## src/rtl/frame_scanout_if.sv

```systemverilog
// Frame-scanout bus: frame-buffer read port, buffer-swap handshake and VGA outputs.
interface frame_scanout_if #(
    parameter int ADDR_W = 15
);
    logic [ADDR_W:0] fb_rd_addr;
    logic [7:0]      fb_rd_data;
    logic            swap_req;
    logic            swap_ack;
    logic            front_buf;
    logic [2:0]      vga_r;
    logic [2:0]      vga_g;
    logic [1:0]      vga_b;
    logic            vga_hsync;
    logic            vga_vsync;
    logic            frame_start;

    // Scanout engine side
    modport master (
        output fb_rd_addr,
        input  fb_rd_data,
        input  swap_req,
        output swap_ack,
        output front_buf,
        output vga_r,
        output vga_g,
        output vga_b,
        output vga_hsync,
        output vga_vsync,
        output frame_start
    );

    // Frame-buffer / display side
    modport slave (
        input  fb_rd_addr,
        output fb_rd_data,
        output swap_req,
        input  swap_ack,
        input  front_buf,
        input  vga_r,
        input  vga_g,
        input  vga_b,
        input  vga_hsync,
        input  vga_vsync,
        input  frame_start
    );
endinterface

```

## src/rtl/frame_scanout.sv

```systemverilog
// Double-buffered VGA scanout: raster counters, 3-stage read/output pipeline
// with pixel replication, and a frame-synchronous front/back buffer swap.
//
// Swap FSM states:
//   ARMED        | a pending swap_req is honoured at the next swap boundary
//   WAIT_RELEASE | swap done, waiting for swap_req to drop before re-arming
module frame_scanout #(
    parameter int H_ACTIVE = 640,
    parameter int H_FP     = 16,
    parameter int H_SYNC   = 96,
    parameter int H_BP     = 48,
    parameter int V_ACTIVE = 480,
    parameter int V_FP     = 10,
    parameter int V_SYNC   = 2,
    parameter int V_BP     = 33,
    parameter int SCALE    = 4,
    parameter int ADDR_W   = 15
) (
    input logic            clk,
    input logic            rst,
    frame_scanout_if.master bus
);
    localparam int  H_TOTAL    = H_ACTIVE + H_FP + H_SYNC + H_BP;
    localparam int  V_TOTAL    = V_ACTIVE + V_FP + V_SYNC + V_BP;
    localparam int  FB_W       = H_ACTIVE / SCALE;
    localparam int  HW         = $clog2(H_TOTAL);
    localparam int  VW         = $clog2(V_TOTAL);
    localparam int  SCALE_SH   = $clog2(SCALE);
    localparam bit  SCALE_POW2 = ((SCALE & (SCALE - 1)) == 0);

    typedef enum logic {ARMED, WAIT_RELEASE} swap_state_t;

    logic [HW-1:0]     h_cnt_q, h_cnt_d;
    logic [VW-1:0]     v_cnt_q, v_cnt_d;
    logic [HW-1:0]     h_div;
    logic [VW-1:0]     v_div;
    logic [ADDR_W-1:0] pix_idx;
    logic              act_s0, hs_s0, vs_s0, first_s0, boundary;

    logic [ADDR_W:0]   addr_q;
    logic              act1_q, hs1_q, vs1_q, fs1_q;
    logic              act2_q, hs2_q, vs2_q, fs2_q;
    logic [7:0]        rgb_q;
    logic              hsync_q, vsync_q, fstart_q;

    swap_state_t       state_q;
    logic              front_q, ack_q;

    // Counter next-state and stage-0 decode of the raster position
    always_comb begin
        h_cnt_d = (h_cnt_q == HW'(H_TOTAL - 1)) ? '0 : h_cnt_q + 1'b1;
        v_cnt_d = v_cnt_q;
        if (h_cnt_q == HW'(H_TOTAL - 1))
            v_cnt_d = (v_cnt_q == VW'(V_TOTAL - 1)) ? '0 : v_cnt_q + 1'b1;

        act_s0   = (h_cnt_q < HW'(H_ACTIVE)) && (v_cnt_q < VW'(V_ACTIVE));
        hs_s0    = (h_cnt_q >= HW'(H_ACTIVE + H_FP)) &&
                   (h_cnt_q <  HW'(H_ACTIVE + H_FP + H_SYNC));
        vs_s0    = (v_cnt_q >= VW'(V_ACTIVE + V_FP)) &&
                   (v_cnt_q <  VW'(V_ACTIVE + V_FP + V_SYNC));
        first_s0 = (h_cnt_q == '0) && (v_cnt_q == '0);
        boundary = (h_cnt_q == HW'(H_TOTAL - 1)) && (v_cnt_q == VW'(V_ACTIVE - 1));

        // Constant-folded: shift for power-of-two replication, divide otherwise
        if (SCALE_POW2) begin
            h_div = h_cnt_q >> SCALE_SH;
            v_div = v_cnt_q >> SCALE_SH;
        end else begin
            h_div = h_cnt_q / HW'(SCALE);
            v_div = v_cnt_q / VW'(SCALE);
        end
        // Blanking reads index 0 so the address bus stays quiet outside the picture
        pix_idx = act_s0 ? ADDR_W'(32'(v_div) * 32'(FB_W) + 32'(h_div)) : '0;
    end

    // Raster counters
    always_ff @(posedge clk or posedge rst) begin
        if (rst) begin
            h_cnt_q <= '0;
            v_cnt_q <= '0;
        end else begin
            h_cnt_q <= h_cnt_d;
            v_cnt_q <= v_cnt_d;
        end
    end

    // Read address, flag delay line and output registers (3 clk counter-to-pin)
    always_ff @(posedge clk or posedge rst) begin
        if (rst) begin
            addr_q   <= '0;
            act1_q   <= 1'b0;
            hs1_q    <= 1'b0;
            vs1_q    <= 1'b0;
            fs1_q    <= 1'b0;
            act2_q   <= 1'b0;
            hs2_q    <= 1'b0;
            vs2_q    <= 1'b0;
            fs2_q    <= 1'b0;
            rgb_q    <= '0;
            hsync_q  <= 1'b1;
            vsync_q  <= 1'b1;
            fstart_q <= 1'b0;
        end else begin
            addr_q   <= {front_q, pix_idx};
            act1_q   <= act_s0;
            hs1_q    <= hs_s0;
            vs1_q    <= vs_s0;
            fs1_q    <= first_s0;
            act2_q   <= act1_q;
            hs2_q    <= hs1_q;
            vs2_q    <= vs1_q;
            fs2_q    <= fs1_q;
            rgb_q    <= act2_q ? bus.fb_rd_data : 8'h00;
            hsync_q  <= ~hs2_q;
            vsync_q  <= ~vs2_q;
            fstart_q <= fs2_q;
        end
    end

    // Swap FSM: toggle front buffer only at the end of the last active line
    always_ff @(posedge clk or posedge rst) begin
        if (rst) begin
            state_q <= ARMED;
            front_q <= 1'b0;
            ack_q   <= 1'b0;
        end else begin
            ack_q <= 1'b0;
            case (state_q)
                ARMED: begin
                    if (bus.swap_req && boundary) begin
                        front_q <= ~front_q;
                        ack_q   <= 1'b1;
                        state_q <= WAIT_RELEASE;
                    end
                end
                WAIT_RELEASE: begin
                    if (!bus.swap_req)
                        state_q <= ARMED;
                end
                default: state_q <= ARMED;
            endcase
        end
    end

    assign bus.fb_rd_addr  = addr_q;
    assign bus.vga_r       = rgb_q[7:5];
    assign bus.vga_g       = rgb_q[4:2];
    assign bus.vga_b       = rgb_q[1:0];
    assign bus.vga_hsync   = hsync_q;
    assign bus.vga_vsync   = vsync_q;
    assign bus.frame_start = fstart_q;
    assign bus.swap_ack    = ack_q;
    assign bus.front_buf   = front_q;
endmodule

```

## src/flat_wrapper.sv

```systemverilog
// flat-port wrapper written by rule: the top's interface ports become plain ports
module frame_scanout_flat 
#(
    parameter int H_ACTIVE = 640,
    parameter int H_FP     = 16,
    parameter int H_SYNC   = 96,
    parameter int H_BP     = 48,
    parameter int V_ACTIVE = 480,
    parameter int V_FP     = 10,
    parameter int V_SYNC   = 2,
    parameter int V_BP     = 33,
    parameter int SCALE    = 4,
    parameter int ADDR_W   = 15
)
  (clk, rst, bus_fb_rd_addr, bus_fb_rd_data, bus_swap_req, bus_swap_ack, bus_front_buf, bus_vga_r, bus_vga_g, bus_vga_b, bus_vga_hsync, bus_vga_vsync, bus_frame_start);
  frame_scanout_if #(.ADDR_W(ADDR_W)) bus_i ();
  input logic clk;
  input logic rst;
  output wire logic [$bits(bus_i.fb_rd_addr)-1:0] bus_fb_rd_addr;
  input wire logic [$bits(bus_i.fb_rd_data)-1:0] bus_fb_rd_data;
  input wire logic [$bits(bus_i.swap_req)-1:0] bus_swap_req;
  output wire logic [$bits(bus_i.swap_ack)-1:0] bus_swap_ack;
  output wire logic [$bits(bus_i.front_buf)-1:0] bus_front_buf;
  output wire logic [$bits(bus_i.vga_r)-1:0] bus_vga_r;
  output wire logic [$bits(bus_i.vga_g)-1:0] bus_vga_g;
  output wire logic [$bits(bus_i.vga_b)-1:0] bus_vga_b;
  output wire logic [$bits(bus_i.vga_hsync)-1:0] bus_vga_hsync;
  output wire logic [$bits(bus_i.vga_vsync)-1:0] bus_vga_vsync;
  output wire logic [$bits(bus_i.frame_start)-1:0] bus_frame_start;
  assign bus_fb_rd_addr = bus_i.fb_rd_addr;
  assign bus_i.fb_rd_data = bus_fb_rd_data;
  assign bus_i.swap_req = bus_swap_req;
  assign bus_swap_ack = bus_i.swap_ack;
  assign bus_front_buf = bus_i.front_buf;
  assign bus_vga_r = bus_i.vga_r;
  assign bus_vga_g = bus_i.vga_g;
  assign bus_vga_b = bus_i.vga_b;
  assign bus_vga_hsync = bus_i.vga_hsync;
  assign bus_vga_vsync = bus_i.vga_vsync;
  assign bus_frame_start = bus_i.frame_start;
  frame_scanout #(.H_ACTIVE(H_ACTIVE), .H_FP(H_FP), .H_SYNC(H_SYNC), .H_BP(H_BP), .V_ACTIVE(V_ACTIVE), .V_FP(V_FP), .V_SYNC(V_SYNC), .V_BP(V_BP), .SCALE(SCALE), .ADDR_W(ADDR_W)) u_core (.clk(clk), .rst(rst), .bus(bus_i));
endmodule
```

## config.mk

```make
export PLATFORM = sky130hd
export DESIGN_NAME = frame_scanout_flat
export DESIGN_NICKNAME = d
export VERILOG_FILES = /design/src/rtl/frame_scanout_if.sv /design/src/rtl/frame_scanout.sv /design/src/flat_wrapper.sv
export SDC_FILE = /design/constraint.sdc
export NUM_CORES = 1
export LEC_CHECK = 0
export ABC_AREA = 0
export CAP_MARGIN = 20
export CORE_ASPECT_RATIO = 1.5
export CORE_MARGIN = 5
export CORE_UTILIZATION = 45
export CTS_BUF_LIST = sky130_fd_sc_hd__clkbuf_4
export DETAILED_ROUTE_END_ITERATION = 10
export PLACE_DENSITY = 0.77
export RECOVER_POWER = 100
export SLEW_MARGIN = 20
export SYNTH_ARGS = -nofsm -noshare
export SYNTH_HDL_FRONTEND = slang
export SYNTH_SLANG_ARGS = --single-unit
```

## constraint.sdc

```tcl
create_clock -name clk -period 2.3 [get_ports clk]
set_input_delay 0.345 -clock clk [delete_from_list [all_inputs] [get_ports clk]]
set_output_delay 0.345 -clock clk [all_outputs]
set_load 0.05 [all_outputs]
```

=== Yosys cells after proc, flatten, opt, wreduce, memory -nomap -nowiden ===
Cells that the tools add are included.

* Input port bits: 11
* Output and inout port bits: 29
* Bits in writable memories: 0
* Word-level logic and storage cells: 52
* ROM bits: 0
* Bits in latches: 0
* Memories kept: 0
* Flip-flop bits (word level): 58

* Eq/ne operators: 3
* Bitwise gates (word level): 4
* Div/mod/pow operators: 0
* $lt $le $gt $ge: 6
* Reductions and logical operators: 9
* Multipliers: 1
* Multiplexer cells: 8
* Add/sub/neg operators: 3
* Shifts and indexed selects: 0

{| class="wikitable"
|+ Operators by type and width
! operator !! number
|-
| $add 10x1->10 const B || 2
|-
| $eq 10x10->1 const B || 2
|-
| $logic_not 10->1 || 2
|-
| $lt 10x10->1 const B || 2
|-
| $lt 10x9->1 const B || 2
|-
| $mux 10 || 2
|-
| $add 15x8->15 || 1
|-
| $mux 15 || 1
|-
| $eq 10x9->1 const B || 1
|-
| $ge 10x10->1 const B || 1
|-
| $ge 10x9->1 const B || 1
|-
| $mul 8x3->10 const B || 1
|-
| $mux 8 || 1
|-
| $logic_and 1x1->1 || 6
|-
| $not 1->1 || 4
|-
| $mux 1 || 3
|-
| $pmux 1 s2 || 1
|-
| $reduce_and 2->1 || 1
|}

=== Longest topological paths before layout ===
Gate-level depths: netlist (run 1).

* Depth in word-level cells: 5
* Mapped depth: 9
* Gate-level depth less buffers: 9

=== Worst setup path before layout (run 1) ===
OpenSTA, ideal clock, no wires.

* Path kind: reg2reg
* Start: reg u_core.v_cnt_q[3]
* End: reg u_core.addr_q[14] (netlist: u_core.bus.fb_rd_addr[14])
* Slack: -0.077 ns
* Arrival time: 2.298 ns
* Data required time: 2.221 ns
* Setup time: 0.079 ns
* Stages on the path, launching flop included: 10
* Path buffers: 0
* Period minus slack after synthesis: 2.377 ns
* Path through: dfrtp_1 > ha_1 > ha_1 > inv_1 > fa_1 > nand2b_1 > a21oi_1 > xor2_1 > and3b_1 > mux2i_1

* Longest elaborated chain between the ends: 3
* Elaborated cells on any way between the ends: 5
* Classes of those cells: add/sub (1); mul (1); order compare (1); mux (1); reduce/logical (1)

{| class="wikitable"
|+ Ends and longest elaborated chain
! item !! RTL line !! text
|-
| start: declaration || frame_scanout.sv:34 || <nowiki>logic [VW-1:0] v_cnt_q, v_cnt_d;</nowiki>
|-
| start signal: assignment || frame_scanout.sv:83 || <nowiki>v_cnt_q <= v_cnt_d;</nowiki>
|-
| $mul 8x3->10 / $lt 10x9->1 (equally long branches) || frame_scanout.sv:73, frame_scanout.sv:56 ||
|-
| $add 15x8->15 / $logic_and 1x1->1 (equally long branches) || frame_scanout.sv:73, frame_scanout.sv:56 ||
|-
| $mux 15 * || frame_scanout.sv:73 || <nowiki>pix_idx = act_s0 ? ADDR_W'(32'(v_div) * 32'(FB_W) + 32'(h_div)) : '0;</nowiki>
|-
| named net u_core.pix_idx[14] || frame_scanout.sv:37 || <nowiki>logic [ADDR_W-1:0] pix_idx;</nowiki>
|-
| end signal: assignment || frame_scanout.sv:104 || <nowiki>addr_q <= {front_q, pix_idx};</nowiki>
|-
| end: declaration || frame_scanout.sv:40 || <nowiki>logic [ADDR_W:0] addr_q;</nowiki>
|}

The timed path passes the listed nets; every way through them passes the cells marked *.
A chain may end at the register's enable or synchronous reset.

=== Final worst setup path (run 1) ===
* Start: reg u_core.v_cnt_q[5]
* End: reg u_core.addr_q[14] (netlist: u_core.bus.fb_rd_addr[14])

The elaborated chain is that of the path after synthesis.

==> results of run 1 <==
-- per-stage QoR --
stage	std cells	setup TNS [ns]	util [%]	hold slack, ns
floorplan	248	0	-	0.331
global placement	374	0	56.0	0.332
detailed placement	374	-0.0332	56.0	0.335
CTS	391	0	58.6	0.250
global route	394	-0.0908	60.1	0.356
finish	394	0	60.1	0.345
-- flip-flops by register name (all words and copies together), names as in the netlist, 8 cells and up --
signal	count
u_core.v_cnt_q	10
u_core.bus.fb_rd_addr	16
u_core.h_cnt_q	10
u_core.rgb_q	8
-- cells by family (layout without fill, tap and decap cells) --
logic type	Yosys count	in the layout	share of synthesized area (%)
adders and majority gates	21	21	9.99
DFF	58	58	52.3
muxes	3	3	1.12
buffers and inverters	17	89	2.38
and+or+nand+nor	104	104	21.6
xor gates and xnor gates	21	21	6.61
AOI/OAI and AO/OA	24	24	5.98
-- final cells by class --
type / instances / area share, %
flip-flops and latches: 58 / 39.8
inverters: 12 / 1.23
clock buffers: 13 / 2.67
well taps: 74 / 2.53
multi-input cells: 173 / 37.2
repair buffers: 61 / 15.5
clock inverters: 3 / 1.09
-- metal layers --
metal | up-vias | GRT usage, % | wire, um
met1 | 998 | 14.9 | 2120
met5 | - | 0 | 0
met3 | 21 | 4.64 | 271
met2 | 46 | 28.9 | 3180
met4 | 0 | 9.07 | 256
li1 | 989 | - | -
-- cells in the final DEF (no fill, tap or decap), drive strengths merged, types with 2 or more instances in the layout --
cell type | netlist | routed
nand4 | 7 | 7
nor3 | 5 | 5
dfstp | 2 | 2
clkinv | 0 | 2
nand2 | 15 | 15
clkdlybuf4s50 | 0 | 38
nor2 | 28 | 28
ha | 19 | 19
mux2i | 2 | 2
a21oi | 5 | 5
nand2b | 2 | 2
nor4b | 3 | 3
buf | 2 | 22
xnor2 | 8 | 8
dfrtp | 56 | 56
clkbuf | 3 | 13
nor4 | 6 | 6
and2 | 10 | 10
inv | 12 | 12
nor2b | 3 | 3
xor2 | 13 | 13
a211oi | 3 | 3
nand3 | 6 | 6
nand4b | 2 | 2
and3 | 11 | 11
fa | 2 | 2
o21ai | 9 | 9
-- worst paths after layout --
kind | from | end | cells after the start
min in group asynchronous | rst | u_core.rgb_q[4] | 2
worst min register to register | u_core.vs2_q | u_core.bus.vga_vsync | 1
max in group asynchronous | rst | u_core.bus.vga_vsync | 3
worst max-delay path | u_core.v_cnt_q[5] | u_core.bus.fb_rd_addr[14] | 8
worst max register to register | u_core.v_cnt_q[5] | u_core.bus.fb_rd_addr[14] | 8
worst min-delay path | u_core.vs2_q | u_core.bus.vga_vsync | 1
-- power groups by stage --
stage	clock [W]	sequential (W)	combinational (W)
4_1_cts	0.000753	0.00103	0.0000885
5_1_grt	0.000805	0.00103	0.0000934
2_1_floorplan	0	0.00107	0.0000196
6_report	0.000731	0.00103	0.0000853
3_3_place_gp	0	0.00105	0.0000867
3_5_place_dp	0	0.00105	0.0000882
-- timing repair --
action                                  in CTS  in global routing
setup buffers                                1                  3
endpoints found under the setup margin       2                  4
pin swaps                                    2                  5
gates resized for setup                      3                 14
cloned                                       0                  0
==> impl_metrics.tcl, run 1 <==
set metrics [dict create \
    dieWidth_um 74.2 \
    syn-num-nets 280 \
    setup_ws_ns 0.0385 \
    wl_per_cell_um 14.8 \
    antenna_cells 0 \
    p_comb_share_pct 4.6 \
    synthArstFlopShare_pct 100 \
    ys_seq_area_share_pct 52.3 \
    place_ws_ns -0.0210 \
    synth_seq_cells 58 \
    clk_pin_slew_ns 0.09 \
    grt_pass1_wl_um 9440 \
    final_cell_area_um2 3660 \
    grt_max_degree 40 \
    synth.avg_cell_area_um2 11.2 \
    grt_use_total_pct 15.8 \
    initial_core_util_pct 45.7 \
    power_density_nw_per_um2 504 \
    swShare_pct 22.1 \
    power.internal_w 0.00144 \
    fin_crit_sh_pct 98.3 \
    vias_per_cell 5.21 \
    drt_iter0_markers 66 \
    finalHoldViolCount 0 \
    path_cells "ha_1 -> ha_2 -> buf_4 -> nor2_1 -> o21ba_2 -> and4bb_2 -> and3b_1 -> mux2i_1" \
    wl_um 5820 \
    start_kind "flip-flop" \
    dr.pass1.iters 4 \
    nets 347 \
    slowest_stage "dfrtp_1" \
    grt_antenna_before_repair 0 \
    drive_gt1_share_pct 21.9 \
    synth.area.top_cells "dfrtp_1, ha_1, xor2_1, nor2_1, xnor2_1" \
    cpPeakStageDelay_ns 0.45 \
    grt_overflow 0 \
    synth_top_area_share_pct 50.4 \
    drv_slew 0 \
    area_growth_pct 31.6 \
    syn_area_um2 2780 \
    cts_root_buf "clkbuf_4" \
    dpl.hpwl_um 4200 \
    clock_latency_ns 0.40 \
    crit_path_max_fanout 3 \
    leakagePower_nw 1.69 \
    io_pins 40 \
    synth.most_common_cell "dfrtp_1" \
    peakVddDrop_uv 321 \
    hold_class "reg2reg" \
    cpLargestDelayFamily "adder cells" \
    run_status "complete, no violations" \
    slew_headroom_pct 49.6 \
    timing.fmax_mhz 442 \
    yosysWarnings 0 \
    multi_input_area_um2 1360 \
    holdBufCountCts 0 \
    clk_path_buf_depth 2 \
    endpoint_kind "flip-flop" \
    vias 2054 \
    drtAntennaViolNets 0 \
    synth_common_cells "dfrtp_1, nor2_1, ha_1" \
    maxCapViolCount 0 \
    die_height_um 106 \
    switchingPower_w 0.000407 \
    htree_levels 3 \
    setup_violations 0 \
    synth_top_cell_by_area "dfrtp_1" \
    ys.flop_type "dfrtp_1" \
    critical_path_buf_inv_count 1 \
    power_frac_clock_pct 39.6 \
    synthCells 248 \
    tightest_slew_ns 0.755 \
    dpl-instance-area_um2 3410 \
    power_w 0.00184 \
    fill_cells 517 \
    finalWeightedCongestion 0.869 \
    rows 35 \
    ys_types 46 \
    cts_buffers 9 \
    period_minus_slack_ns 2.26 \
    grt_pass1_vias 2181 \
    rrSetupSlack_ns 0.04 \
    synth_edf_count 0 \
    core_um2 6090 \
    cts_tree "built" \
    power_frac_seq_pct 55.7 \
    dieArea_um2 7890 \
    cp_data_required_time_ns 2.63 \
    drc 0 \
    clock-sinks 58 \
    final-seq-area_um2 1460 \
    fin_worst_skew_ns 0.0131 \
    arrival_ns 2.59 \
    place.port_buffers 39 \
    worst-setup-path-type "reg2reg" \
]
Note: power is estimated with default switching activity, not from simulation.
==> inputs of run 2 (changes only) <==
--- a/config.mk
+++ b/config.mk
@@ -12,6 +12,7 @@
 export CORE_UTILIZATION = 45
 export CTS_BUF_LIST = sky130_fd_sc_hd__clkbuf_4
 export DETAILED_ROUTE_END_ITERATION = 10
+export HOLD_SLACK_MARGIN = 0.06
 export PLACE_DENSITY = 0.77
 export RECOVER_POWER = 100
 export SLEW_MARGIN = 20
==> results of run 2 <==
No change in the layout: final DEF, timing and power equal those of run 1.
